`src/rtl/boot_rom_pkg.sv`:
```
// Shared constants and request bundle for the boot ROM arbiter.
// Window base, ROM depth and word-address width live here.
package boot_rom_pkg;

   localparam logic [31:0] BOOT_ROM_BASE  = 32'h0000_8000;
   localparam int          BOOT_ROM_DEPTH = 548;
   localparam int          BOOT_ROM_AW    = 10;

   typedef struct packed {
      logic        req;
      logic [31:0] addr;
   } rom_req_t;

endpackage

```
`src/rtl/boot_rom_arbiter_rr_arb2.sv`:
```
// Two-way round-robin arbiter.
// Lone requester wins; under contention the pointer picks the winner.
module rr_arb2 (
   input  logic       CLK,
   input  logic       RST,
   input  logic [1:0] req,
   output logic [1:0] gnt
);

   logic rr_ptr;

   // Combinational grant; nothing is granted while in reset.
   always_comb begin
      gnt = 2'b00;
      if (!RST) begin
         priority case (1'b1)
            req[0] && req[1]: gnt = rr_ptr ? 2'b10 : 2'b01;
            req[0]:           gnt = 2'b01;
            req[1]:           gnt = 2'b10;
            default:          gnt = 2'b00;
         endcase
      end
   end

   // After a grant, favour the master that was not granted.
   always_ff @(posedge CLK) begin
      if (RST) begin
         rr_ptr <= 1'b0;
      end else if (gnt[0]) begin
         rr_ptr <= 1'b1;
      end else if (gnt[1]) begin
         rr_ptr <= 1'b0;
      end
   end

endmodule

```
`src/rtl/boot_rom_arbiter.sv`:
```
// Two-master arbiter in front of the single-port boot ROM.
// Decodes the ROM window, drives csn/address, returns data next cycle.
module boot_rom_arbiter
   import boot_rom_pkg::*;
#(
   parameter logic [31:0] BASE_ADDR = BOOT_ROM_BASE,
   parameter int          ROM_DEPTH = BOOT_ROM_DEPTH,
   parameter int          ROM_AW    = BOOT_ROM_AW
) (
   input  logic              CLK,
   input  logic              RST,
   input  logic              m0_req_i,
   input  logic [31:0]       m0_addr_i,
   output logic              m0_gnt_o,
   output logic              m0_rvalid_o,
   output logic [31:0]       m0_rdata_o,
   output logic              m0_err_o,
   input  logic              m1_req_i,
   input  logic [31:0]       m1_addr_i,
   output logic              m1_gnt_o,
   output logic              m1_rvalid_o,
   output logic [31:0]       m1_rdata_o,
   output logic              m1_err_o,
   output logic              rom_csn_o,
   output logic [ROM_AW-1:0] rom_addr_o,
   input  logic [31:0]       rom_rdata_i
);

   localparam logic [ROM_AW:0] DEPTH_W = (ROM_AW+1)'(ROM_DEPTH);

   rom_req_t          mreq [2];
   logic [1:0]        req;
   logic [1:0]        gnt;
   logic [1:0]        hit;
   logic [ROM_AW-1:0] idx  [2];

   logic              any_gnt;
   logic              sel_id;
   logic              sel_hit;
   logic [ROM_AW-1:0] sel_idx;
   logic [ROM_AW-1:0] addr_q;

   logic              resp_valid;
   logic              resp_id;
   logic              resp_err;
   logic              rsp_live;

   // Bundle the master ports so decode can loop over them.
   always_comb begin
      mreq[0] = '{req: m0_req_i, addr: m0_addr_i};
      mreq[1] = '{req: m1_req_i, addr: m1_addr_i};
   end

   // Window compare on the upper bits plus a depth check on the word index.
   always_comb begin
      for (int i = 0; i < 2; i++) begin
         req[i] = mreq[i].req;
         idx[i] = mreq[i].addr[ROM_AW+1:2];
         hit[i] = (mreq[i].addr[31:12] == BASE_ADDR[31:12])
               && ({1'b0, idx[i]} < DEPTH_W);
      end
   end

   rr_arb2 u_arb (
      .CLK (CLK),
      .RST (RST),
      .req (req),
      .gnt (gnt)
   );

   assign any_gnt    = |gnt;
   assign sel_id     = gnt[1];
   assign sel_hit    = hit[sel_id];
   assign sel_idx    = idx[sel_id];

   assign m0_gnt_o   = gnt[0];
   assign m1_gnt_o   = gnt[1];

   // Only a granted hit touches the ROM; otherwise the address holds.
   assign rom_csn_o  = ~(any_gnt & sel_hit);
   assign rom_addr_o = rom_csn_o ? addr_q : sel_idx;

   // Capture the grant for the one-cycle response and remember the address.
   always_ff @(posedge CLK) begin
      if (RST) begin
         addr_q     <= '0;
         resp_valid <= 1'b0;
         resp_id    <= 1'b0;
         resp_err   <= 1'b0;
      end else begin
         resp_valid <= any_gnt;
         resp_id    <= sel_id;
         resp_err   <= ~sel_hit;
         if (!rom_csn_o) begin
            addr_q <= sel_idx;
         end
      end
   end

   // A response in flight when reset arrives is dropped.
   assign rsp_live    = resp_valid & ~RST;

   assign m0_rvalid_o = rsp_live & ~resp_id;
   assign m1_rvalid_o = rsp_live & resp_id;
   assign m0_err_o    = m0_rvalid_o & resp_err;
   assign m1_err_o    = m1_rvalid_o & resp_err;
   assign m0_rdata_o  = (m0_rvalid_o & ~resp_err) ? rom_rdata_i : '0;
   assign m1_rdata_o  = (m1_rvalid_o & ~resp_err) ? rom_rdata_i : '0;

endmodule

```
`config.mk`:
```
export PLATFORM = sky130hd
export DESIGN_NAME = boot_rom_arbiter
export DESIGN_NICKNAME = d
export VERILOG_FILES = /design/src/rtl/boot_rom_pkg.sv /design/src/rtl/boot_rom_arbiter_rr_arb2.sv /design/src/rtl/boot_rom_arbiter.sv
export SDC_FILE = /design/constraint.sdc
export NUM_CORES = 1
export LEC_CHECK = 0
export CAP_MARGIN = 40
export CORE_MARGIN = 4
export CORE_UTILIZATION = 25
export CTS_CLUSTER_SIZE = 28
export DETAILED_ROUTE_END_ITERATION = 8
export PLACE_DENSITY = 0.81
export SLEW_MARGIN = 40
export SYNTH_ARGS = -nofsm -noshare
export SYNTH_HDL_FRONTEND = slang
export SYNTH_SLANG_ARGS = --single-unit
```
`constraint.sdc`:
```
create_clock -name CLK -period 3.8 [get_ports CLK]
set_clock_uncertainty 0.2 [all_clocks]
set_input_delay 0.38 -clock CLK [delete_from_list [all_inputs] [get_ports CLK]]
set_output_delay 0.38 -clock CLK [all_outputs]
set_load 0.005 [all_outputs]
```
==> results.py <==
metrics = {
    "drt": {
        "drt_wl_total_um": 6570,
        "vias": 2038,
        "drt_iter0_markers": 35,
        "avgViaCountPerCell": 4.53,
        "detail_route.first_pass.iterations": 4,
        "antenna_left": 0,
        "post-route-drc-count": 0,
        "routed_wire_length_per_instance_um": 14.6,
    },
    "synth": {
        "synth-compound-area-share": 0.159,
        "synth_top_family_by_area": "simple AND/OR/NAND/NOR gates",
        "synthSimpleGateAreaFrac": 0.477,
        "yosysUniqueCellTypes": 33,
        "synthArstFlopShare": 0,
        "post_synth_edffs": 0,
        "synth-seq-area-share": 0.199,
        "synth_xor_xnor_area_share": 0,
        "post_synth_top_flop": "dfxtp_1",
        "synth.area.mux_share": 0.104,
        "syn-cell-area_um2": 1410,
        "postSynthRegisterBits": 14,
        "avgSynthCellArea_um2": 7.39,
        "yosys_warnings": 0,
        "postSynthNetCount": 291,
        "postSynthCellCount": 191,
        "synth_adder_area_share": 0,
    },
    "grt": {
        "overflow": 0,
        "antenna_found_initial": 0,
        "first_global_vias": 2006,
        "grt_first_pass_wirelength_um": 9730,
        "grt_start_max_net_pins": 33,
        "global_route.usage.total": 0.171,
    },
    "worst_setup_path": {
        "crit_path_end_kind": "output pin",
        "setup.worst_path.class": "in -> out",
        "timing.critical_path.fanout_max": 2,
        "crit_arrival_ns": 3.13,
        "crit_required_ns": 3.22,
        "startpoint_class_of_the_critical_path": "primary input",
    },
    "layout": {
        "post_layout_nonfiller_instances": 450,
        "area_growth_pct": 146,
        "insertedDiodeCount": 0,
        "final_net_count": 479,
        "finalCoreUtilization": 0.631,
        "mostFrequentLayoutCell": "clkdlybuf4s50_1",
        "commonest_non_fill_non_tap_cells_in_the_layout": "clkdlybuf4s50_1, and2_1, buf_4",
        "post_route_cells_drive_above_1_share": 0.132,
    },
    "cts": {
        "hold_buffers_post_cts": 0,
        "clk-insertion-delay-late_ns": 0.24,
        "cts_h_tree_depth": 1,
        "cts-root-to-sink-buffers": 2,
        "clock-sinks": 14,
        "tritoncts_clock_tree": "yes",
        "clk_pin_slew_worst_paths_ns": 0.06,
        "cts.root.buffer_cell": "clkbuf_8",
        "cts_inserted_buffers": 3,
    },
    "sta": {
        "worst-slew-pin-transition_ns": 0.663,
        "timing_max_transition_violations_final": 0,
        "grt_setup_unrepaired": "false",
        "max_freq_ghz": 0.269,
        "final-hold-violation-count": 0,
        "setup_tns_ns": 0,
        "final_period_utilization": 0.977,
        "post-route-min-period_ns": 3.71,
        "slew-limit-headroom": 0.558,
        "setup_viol": 0,
    },
    "placement": {
        "port_buffer_count": 176,
        "dp_hpwl_um": 5720,
        "dp.cells": 444,
        "finalWeightedCongestion": 0.812,
    },
    "power_and_ir_drop": {
        "p_per_area_nw_per_um2": 138,
        "largest_vdd_supply_drop_v": 0.000118,
        "leakage_nw": 1.47,
        "total_power_mw": 0.479,
    },
    "floorplanning": {
        "pin_count": 181,
        "initial_core_util": 0.256,
        "floorplan.die.height_um": 83.1,
        "core_um2": 5510,
        "die_area_um2": 6910,
        "die_w_um": 83.1,
        "placement_rows": 27,
    },
    "outcome": {
        "status": "complete, no violations",
    },
    "worst_hold_path": {
        "hold_path_class": "reg -> reg",
    },
    "job": {
        "timing.max_cap.violations": 0,
    },
}
kinds of logic after synthesis:
logic type / count (synthesis)
DFF: 14
AOI/OAI and AO/OA: 29
and+or+nand+nor: 114
buffers and inverters: 21
muxes: 13
sequential cells by signal, summed over array words and instances, names as in the netlist:
name,count
resp_id,1
u_arb.rr_ptr,1
resp_err,1
addr_q,10
resp_valid,1
timing repair:
item / in CTS / in global routing
setup buffers: 2 / 0
setup endpoints to repair: 9 / 9
pin swaps: 2 / 1
resized for setup: 5 / 19
gates cloned: 0 / 0
metal layers:
layer	global-route usage	vias up	share of wire
met5	0	-	0
met4	0.0193	0	0.0046
met3	0.0427	4	0.072
met2	0.366	91	0.56
met1	0.163	914	0.36
li1	-	1029	-
cell usage after synthesis, types with 2 or more instances:
library cell,count,area (um2)
nand2_1,5,18.8
and2_1,67,419
nor3b_1,2,15.0
dfxtp_1,14,280
or3_1,2,12.5
a211oi_1,5,37.5
or2_2,2,12.5
nor2_1,13,48.8
inv_1,8,30.0
nor4_1,8,50.1
clkbuf_1,9,33.8
o31ai_1,2,15.0
nor3_1,3,15.0
inv_2,2,7.51
a2111oi_0,5,43.8
nor2b_1,7,43.8
mux2_2,13,146
a21oi_1,7,35.0
o21a_1,2,15.0
nor4b_1,2,17.5
layout make-up:
type | count | area (um2)
inverter | 10 | 37.5
tap | 72 | 90.1
multi-input combinational | 156 | 1090
sequential | 14 | 280
clock buffer | 4 | 55.1
timing repair buffer | 194 | 1920
fill | 499 | 2030
through the flow:
stage | setup WS (ns) | hold slack [ns] | cell area (um2)
floorplan | 0.791 | 0.240 | 1410
global placement | -0.0923 | 0.247 | 3330
detailed placement | -0.121 | 0.254 | 3330
CTS | 0.00502 | 0.264 | 3410
global route | 0.0222 | 0.289 | 3480
finish | 0.0872 | 0.260 | 3480
power by group:
group | internal, mW | total (mW) | switching, mW
Combinational | 0.126 | 0.181 | 0.0553
Clock | 0.0918 | 0.147 | 0.0549
Sequential | 0.150 | 0.151 | 0.00153
final timing paths:
kind / start / to / slack [ns] / cells after the start
worst min register to register: addr_q[3]$_SDFF_PP0_ / addr_q[3]$_SDFF_PP0_ / 0.26 / 2
worst max-delay path: m1_addr_i[29] / rom_addr_o[9] / 0.09 / 9
worst min-delay path: addr_q[3]$_SDFF_PP0_ / addr_q[3]$_SDFF_PP0_ / 0.26 / 2
worst max register to register: u_arb.rr_ptr$_SDFFE_PP0N_ / addr_q[3]$_SDFF_PP0_ / 1.35 / 9
critical path, cell delays in order:
cell,delay (ns)
clkdlybuf4s50_1,0.39
or4_1,0.53
or3_4,0.34
or3_4,0.36
a211oi_4,0.25
buf_4,0.16
buf_4,0.10
o21a_1,0.10
clkdlybuf4s50_1,0.51
Note: power is estimated with default switching activity, not from simulation.
